**config.mk**
```make
export PLATFORM = sky130hd
export DESIGN_NAME = mem_stage
export DESIGN_NICKNAME = d
export VERILOG_FILES = /design/src/rtl/mem_stage.sv
export SDC_FILE = /design/constraint.sdc
export NUM_CORES = 1
export LEC_CHECK = 0
export CAP_MARGIN = 20
export CORE_AREA = 5 5 118 120
export DETAILED_ROUTE_END_ITERATION = 8
export DIE_AREA = 0 0 123 125
export PLACE_DENSITY_LB_ADDON = 0.1
export REMOVE_ABC_BUFFERS = 1
export SLEW_MARGIN = 20
export SYNTH_ARGS = -nofsm -noshare
export SYNTH_HDL_FRONTEND = slang
export SYNTH_SLANG_ARGS = --single-unit
```
**constraint.sdc**
```tcl
create_clock -name clk -period 1.93 [get_ports clk]
set_input_delay 0.2895 -clock clk [delete_from_list [all_inputs] [get_ports clk]]
set_output_delay 0.2895 -clock clk [all_outputs]
set_load 0.01 [all_outputs]
```
**src/rtl/mem_stage.sv**
```systemverilog
// MEM stage of the MIPS pipeline: req/ack data-memory access with timeout,
// branch/jump redirect and the MEM/WB pipeline register.
module mem_stage #(
  parameter int DATA_W  = 32,
  parameter int REG_W   = 5,
  parameter int TIMEOUT = 16
) (
  input  logic              clk,
  input  logic              reset,
  input  logic [DATA_W-1:0] PC_next_MEM,
  input  logic [DATA_W-1:0] resultadoALU_MEM,
  input  logic [DATA_W-1:0] Read_Data_2_MEM,
  input  logic              Branch_MEM,
  input  logic              MemRead_MEM,
  input  logic              MemToReg_MEM,
  input  logic              MemWrite_MEM,
  input  logic              RegWrite_MEM,
  input  logic              Jump_MEM,
  input  logic              Zero_MEM,
  input  logic [REG_W-1:0]  Write_register_MEM,
  output logic              mem_req,
  output logic              mem_we,
  output logic [DATA_W-1:0] mem_addr,
  output logic [DATA_W-1:0] mem_wdata,
  input  logic [DATA_W-1:0] mem_rdata,
  input  logic              mem_ack,
  output logic              stall,
  output logic              PCSrc,
  output logic [DATA_W-1:0] PC_target,
  output logic [DATA_W-1:0] Read_Data_WB,
  output logic [DATA_W-1:0] resultadoALU_WB,
  output logic              MemToReg_WB,
  output logic              RegWrite_WB,
  output logic [REG_W-1:0]  Write_register_WB,
  output logic              err
);

  localparam logic [0:0] IDLE = 1'b0;
  localparam logic [0:0] WAIT = 1'b1;
  localparam int CNT_W = $clog2(TIMEOUT + 1);

  logic [0:0]       state;
  logic [CNT_W-1:0] cnt;
  logic             memop;
  logic             illegal;
  logic             legal;
  logic             timeout_hit;

  assign memop   = MemRead_MEM | MemWrite_MEM;
  assign illegal = (MemRead_MEM & MemWrite_MEM) |
                   (memop & (resultadoALU_MEM[1:0] != 2'b00));
  assign legal   = memop & ~illegal;

  // An ack landing in the timeout cycle still wins.
  assign timeout_hit = (state == WAIT) && (cnt == CNT_W'(TIMEOUT)) && !mem_ack;

  assign mem_req   = legal & ~timeout_hit & ~reset;
  assign mem_we    = MemWrite_MEM;
  assign mem_addr  = resultadoALU_MEM;
  assign mem_wdata = Read_Data_2_MEM;

  assign stall     = legal & ~mem_ack & ~timeout_hit;
  assign PCSrc     = ((Branch_MEM & Zero_MEM) | Jump_MEM) & ~stall;
  assign PC_target = PC_next_MEM;
  assign err       = (illegal | timeout_hit) & ~reset;

  always_ff @(posedge clk) begin
    if (reset) begin
      state <= IDLE;
      cnt   <= '0;
    end else if (state == IDLE) begin
      if (legal && !mem_ack) begin
        state <= WAIT;
        cnt   <= CNT_W'(1);
      end
    end else begin
      if (mem_ack || timeout_hit) begin
        state <= IDLE;
        cnt   <= '0;
      end else begin
        cnt <= cnt + CNT_W'(1);
      end
    end
  end

  // Dropped or still-waiting instructions leave a bubble; data fields hold.
  always_ff @(posedge clk) begin
    if (reset) begin
      Read_Data_WB      <= '0;
      resultadoALU_WB   <= '0;
      MemToReg_WB       <= 1'b0;
      RegWrite_WB       <= 1'b0;
      Write_register_WB <= '0;
    end else if (illegal || timeout_hit || stall) begin
      MemToReg_WB <= 1'b0;
      RegWrite_WB <= 1'b0;
    end else begin
      resultadoALU_WB   <= resultadoALU_MEM;
      Write_register_WB <= Write_register_MEM;
      MemToReg_WB       <= MemToReg_MEM;
      RegWrite_WB       <= RegWrite_MEM;
      if (MemRead_MEM && legal) begin
        Read_Data_WB <= mem_rdata;
      end
    end
  end

endmodule

```
==> results of run 1 <==
[through the flow]
step | setup WS (ns) | util, %
2_1_floorplan | 0.00521 | -
3_3_place_gp | -0.267 | 42.5
3_5_place_dp | -0.291 | 42.5
4_1_cts | -0.0115 | 45.5
5_1_grt | 0.0229 | 45.5
6_report | 0.0875 | 45.5
[logic make-up after synthesis]
family          count (synthesis)
buf+inv                       124
compound gates                 46
flops                          77
xor+xnor                        1
fa+ha+maj                       2
mux                            37
simple gates                  168
[state kept, by name, indices dropped and copies added (netlist names)]
signal,flops
Write_register_WB,5
state,1
Read_Data_WB,32
resultadoALU_WB,32
MemToReg_WB,1
cnt,5
RegWrite_WB,1
[area by class of cell]
cell class,instances,share of cell area [%]
clock inverter,3,1.15
tap,176,3.76
multi-input combinational,254,27.8
clock buffer,13,4.45
inverter,3,0.192
sequential,77,26.3
timing repair buffer,213,36.3
[tightest hold or removal path, stage by stage (launching register included)]
cell	delay (ns)
dfxtp_1	0.30
nand2_1	0.05
a21oi_1	0.05
[worst paths after layout]
path | from | slack, ns | to
max | resultadoALU_MEM[1] | 0.09 | mem_addr[1]
min reg2reg | Read_Data_WB[18] | 0.45 | Read_Data_WB[18]
min | Read_Data_WB[18] | 0.45 | Read_Data_WB[18]
max reg2reg | cnt[0] | 0.19 | resultadoALU_WB[28]
[power breakdown]
| group | total [mW] | leakage, nW | internal, mW | switching (mW) |
|---|---|---|---|---|
| clock | 1.86 | 0.156 | 1.20 | 0.659 |
| sequential | 1.69 | 0.627 | 1.66 | 0.0342 |
| combinational | 0.741 | 1.38 | 0.456 | 0.285 |
| total | 4.30 | 2.16 | 3.32 | 0.978 |
[cell usage after synthesis]
cell type  number
a2bb2oi_1       1
nor2_1          8
and4b_1         1
dfxtp_1        77
buf_4          97
nand2b_1       75
o22ai_4         1
and4bb_2        1
buf_6           1
nand2_1        66
a31oi_1         1
ha_1            2
or2b_1          1
o21ai_0         1
a22oi_1         1
xor2_1          1
nand4b_1        1
nor2b_1         1
a21oi_1        38
o211a_1         1
nor2_8          1
clkbuf_1       20
mux2i_1        37
nand4bb_4       1
nor3_1          3
a211oi_1        2
buf_12          3
nand3_1         4
nor4b_1         3
inv_1           3
or3_1           2
[metal layers]
layer	global-route usage, %	routed length (um)	up-vias
met2	25.4	5780	227
met3	14.1	2580	18
li1	-	-	1578
met1	21.4	5910	1426
met4	5.67	179	2
met5	2.30	45	-
[what timing repair did]
item                                    4_1_cts  5_1_grt
pin swaps                                     2        1
cloned                                        0        0
endpoints found under the setup margin        4        5
buffers inserted                              2        0
gates resized for setup                      17       10
==> results.json, run 1 <==
{
  "design.die.area_um2": 15400,
  "postCtsHoldBufs": 0,
  "grt_pass1_wl_um": 20600,
  "synth_seq_cells": 77,
  "final_cells": 739,
  "routed_wl_um": 14500,
  "crit_chain": "clkdlybuf4s50_1 > buf_4 > clkdlybuf4s50_1",
  "final.setup.tns_ns": 0,
  "synth_top_area_cell": "dfxtp_1",
  "ios": 315,
  "seq_area_frac_synth_pct": 38.5,
  "dpl_cell_area_um2": 5470,
  "min_path_cells": 2,
  "cap_violations": 0,
  "crit_family": "buffers and inverters",
  "crit_path_top_delay_cell": "clkdlybuf4s50_1",
  "drt_iter0_drc": 95,
  "drive_gt1_share_pct": 10.3,
  "synth_top_family_by_area": "simple AND/OR/NAND/NOR gates",
  "fin_area_um2": 5850,
  "htreeDepth": 3,
  "antenna_found_initial": 0,
  "finalPower_mw": 4.30,
  "hold_path.class": "flip-flop to flip-flop",
  "syn_inst": 455,
  "grt.total_usage_pct": 18.3,
  "fp.dieH_um": 125,
  "placed_cells": 721,
  "synthToLayoutAreaGrowth_pct": 46.0,
  "yosysWarnings": 0,
  "routed-via-count": 3251,
  "core-area_um2": 12900,
  "start_kind": "primary input",
  "hold_viol": 0,
  "wl_per_cell_um": 19.6,
  "r2r_cells": 8,
  "post-route-period-util_pct": 95.5,
  "p_per_area_nw_per_um2": 734,
  "crit_top_cell": "clkdlybuf4s50_1",
  "hold_ws_ns": 0.452,
  "synthTopCellsByArea": "dfxtp_1 (38%), buf_4 (18%), nand2b_1 (12%), mux2i_1 (9.2%), nand2_1 (6.2%)",
  "rsz0062_at_grt": "no",
  "clock_skew_ns": 0.00714,
  "critPathBufInv": 3,
  "grt_pass1_vias": 3274,
  "crit_type": "primary input to primary output",
  "cts.path.max_buffers": 2,
  "grt_max_degree": 115,
  "layout_common_cells": "clkdlybuf4s50_1 (178), dfxtp_1 (77), nand2b_1 (74)",
  "fill_cells": 1276,
  "cts_buffers": 9,
  "clock.fmax_ghz": 0.543,
  "p_leak_nw": 2.16,
  "synth_adder_area_share_pct": 0.624,
  "cpPeakStageDelay_ns": 0.58,
  "yosysUniqueCellTypes": 31,
  "final_common_cell": "clkdlybuf4s50_1",
  "port_buffers": 186,
  "worst_slew_pin_slew_ns": 0.403,
  "synth_area_um2": 4010,
  "vdd_ir_drop_max_v": 0.000582,
  "cp_data_required_time_ns": 1.64,
  "yosys.area_share.xor_xnor_pct": 0.219,
  "route.detailed.drc": 0,
  "synth_compound_area_share_pct": 6.56,
  "routed_via_density": 4.40,
  "overflow": 0,
  "gp_congestion": 0.768,
  "dr.pass1.iters": 4,
  "synthSimpleGateAreaFrac_pct": 22.8,
  "period_needed_ns": 1.84,
  "root_buffer": "clkbuf_16",
  "cp_data_arrival_time_ns": 1.55,
  "cts.sinks": 77,
  "synth_top_area_share_pct": 38.5,
  "postRouteAntennaNets": 0,
  "nets": 703,
  "clkLatencyLatePin_ns": 0.34,
  "cts.clk_slew.worst_paths_ns": 0.05,
  "slew_viol_final": 0,
  "setup_violations": 0,
  "post-dp-hpwl_um": 11400,
  "slew_headroom_pct": 73.1,
  "start_util_pct": 31.1,
  "cts_tree": "built",
  "synth_mux_area_share_pct": 9.24,
  "n_antenna_cell": 0,
  "end_kind": "primary output",
  "row_count": 42,
  "die_w_um": 123,
  "cp_num_cells": 3,
  "multiInputGateArea_um2": 1630,
  "outcome": "completed",
  "cp_max_fo": 4,
  "seqCellArea_um2": 1540,
  "postSynthAreaPerCell_um2": 8.81
}
No activity file was read; power rests on OpenSTA's default activity.
==> run 2: changes to the inputs <==
- CORE_AREA: 5 5 118 120 -> 2 2 122 124
- DIE_AREA: 0 0 123 125 -> 0 0 124 126
==> run 2 against run 1 <==
Compared with the run above: final area shrank 0.17%; flip-flop and latch count is the same; global-route usage shrank 0.20 points; core utilization shrank 4.6 points; largest cell class unchanged; wire length shrank 0.44%; largest power group is now registers; total power shrank 5.8%; sequential power is essentially flat.
==> results.json, run 2 (synthesis results as in run 1) <==
{
  "setup_ws_ns": 0.0655,
  "dr.pass1.iters": 4,
  "final_common_cell": "clkdlybuf4s50_1",
  "fin_area_um2": 5840,
  "post-route-period-util_pct": 96.6,
  "dpl_cell_area_um2": 5410,
  "final_cells": 747,
  "r2r_cells": 9,
  "port_buffers": 186,
  "rsz0062_at_grt": "yes",
  "crit_family": "flip-flops",
  "design.die.area_um2": 15600,
  "vdd_ir_drop_max_v": 0.000312,
  "clock_skew_ns": 0.00556,
  "clock.fmax_ghz": 0.536,
  "n_antenna_cell": 0,
  "min_path_cells": 2,
  "postCtsHoldBufs": 0,
  "cp_data_arrival_time_ns": 1.58,
  "core-area_um2": 14300,
  "drt_iter0_drc": 101,
  "slew_viol_final": 0,
  "start_kind": "flip-flop",
  "cts.clk_slew.worst_paths_ns": 0.06,
  "post-dp-hpwl_um": 10700,
  "fp.dieH_um": 126,
  "grt_max_degree": 101,
  "crit_top_cell": "buf_6",
  "cts.sinks": 77,
  "nets": 703,
  "grt_pass1_wl_um": 20100,
  "worst_slew_pin_slew_ns": 0.385,
  "setup_violations": 0,
  "period_needed_ns": 1.86,
  "cts_tree": "built",
  "slew_headroom_pct": 74.3,
  "start_util_pct": 28.0,
  "routed_via_density": 4.35,
  "htreeDepth": 3,
  "hold_path.class": "primary input to flip-flop",
  "wl_per_cell_um": 19.3,
  "hp-start": "reset",
  "cpPeakStageDelay_ns": 0.32,
  "end_kind": "primary output",
  "fill_cells": 1430,
  "grt_pass1_vias": 3149,
  "antenna_found_initial": 0,
  "placed_cells": 723,
  "routed_wl_um": 14400,
  "clkLatencyLatePin_ns": 0.34,
  "cts_buffers": 9,
  "routed-via-count": 3246,
  "synthToLayoutAreaGrowth_pct": 45.8,
  "cts.path.max_buffers": 2,
  "hold_viol": 0,
  "crit_chain": "inv_2 > ha_4 > nand4bb_4 > o211a_1 > buf_6 > nor2_4 > buf_6",
  "gp_congestion": 0.750,
  "critPathBufInv": 3,
  "postRouteAntennaNets": 0,
  "p_leak_nw": 2.13,
  "r2r_setup_slack_ns": 0.12,
  "outcome": "completed",
  "route.detailed.drc": 0,
  "layout_common_cells": "clkdlybuf4s50_1 (179), dfxtp_1 (76), nand2b_1 (75)",
  "cap_violations": 0,
  "pre_cts_ws_ns": -0.552,
  "cp_data_required_time_ns": 1.64,
  "root_buffer": "clkbuf_16",
  "reg_top3": "Read_Data_WB: 32 flops, resultadoALU_WB: 32 flops",
  "r2r-start": "cnt[0]",
  "cp_max_fo": 2,
  "row_count": 44,
  "crit_type": "flip-flop to primary output",
  "whs_endpoint": "MemToReg_WB",
  "timing.rr.end": "resultadoALU_WB[19]",
  "drive_gt1_share_pct": 10.3,
  "grt.total_usage_pct": 18.1,
  "overflow": 0,
  "ios": 315,
  "die_w_um": 124,
  "p_per_area_nw_per_um2": 693,
  "crit_path_top_delay_cell": "dfxtp_2"
}
## run 2: cell types whose count changed in the layout (fill, tap and decap cells not counted), moves of 2 or more
| cell | before | now |
|---|---|---|
| bufinv_16 | 2 | 0 |
| nor2_1 | 8 | 6 |
| buf_6 | 0 | 2 |
| clkinvlp_4 | 1 | 3 |
| nor2_4 | 0 | 2 |
| buf_4 | 21 | 17 |
| buf_12 | 6 | 8 |
## run 2: worst reg2reg max path: stages, from the launching register on
cell,delay [ns]
dfxtp_2,0.32
inv_2,0.08
ha_4,0.15
nand4bb_4,0.13
o211a_1,0.25
buf_6,0.13
buf_4,0.17
nor2_4,0.17
buf_12,0.17
mux2i_1,0.18
## run 2: per-layer routing
layer  track usage (%)  wire [um]  vias up
li1                  -          -     1578
met1              20.9       5750     1408
met4              5.16        165        2
met2              24.4       5740      243
met5              2.63         43        -
met3              15.5       2730       15
## run 2: how the worst max path moves through the flow
stage / cells after the start / slack, ns / to / from
2_1_floorplan: 6 / 0.005 / Write_register_WB[0] / cnt[0]
3_3_place_gp: 6 / -0.49 / resultadoALU_WB[6] / MemWrite_MEM
3_5_place_dp: 6 / -0.55 / resultadoALU_WB[25] / MemWrite_MEM
4_1_cts: 7 / -0.08 / err / cnt[1]
5_1_grt: 7 / -0.03 / err / cnt[0]
6_report: 7 / 0.07 / PCSrc / cnt[0]
## run 2: stage by stage
step	hold WS, ns	power, mW	setup TNS (ns)	utilization (%)
CTS	0.368	4.12	-0.0759	40.7
floorplan	0.359	1.94	0	-
finish	0.405	4.05	0	40.8
global placement	0.441	2.44	-18.94	37.8
detailed placement	0.449	2.44	-21.07	37.8
global route	0.421	4.24	-0.0438	40.8
## run 2: timing repair
action                                 4_1_cts  5_1_grt
resized for setup                           14       14
setup buffers                                7        0
endpoints found under the hold margin        0        0
pin swaps                                    5        3
gates cloned                                 1        0
setup endpoints to repair                   41        4
## run 2: where the power goes
part | total (mW) | switching [mW] | internal [mW]
registers | 1.69 | 0.0358 | 1.66
logic | 0.758 | 0.292 | 0.466
clock network | 1.60 | 0.685 | 0.912
## run 2: cell type report
| type | instances | area (um^2) | share of cell area (%) |
|---|---|---|---|
| Inverter | 3 | 11.3 | 0.193 |
| Clock buffer | 12 | 246 | 4.22 |
| Multi-Input combinational cell | 255 | 1630 | 27.9 |
| Timing Repair Buffer | 212 | 2150 | 36.8 |
| Clock inverter | 4 | 31.3 | 0.535 |
| Sequential cell | 77 | 1540 | 26.4 |
| Tap cell | 184 | 230 | 3.94 |
==> run 3: changes to the inputs <==
- SLEW_MARGIN: 20 -> not set
- TNS_END_PERCENT: not set -> 30
==> results of run 3 <==
Final layout, timing and power as in run 2 (identical DEF).
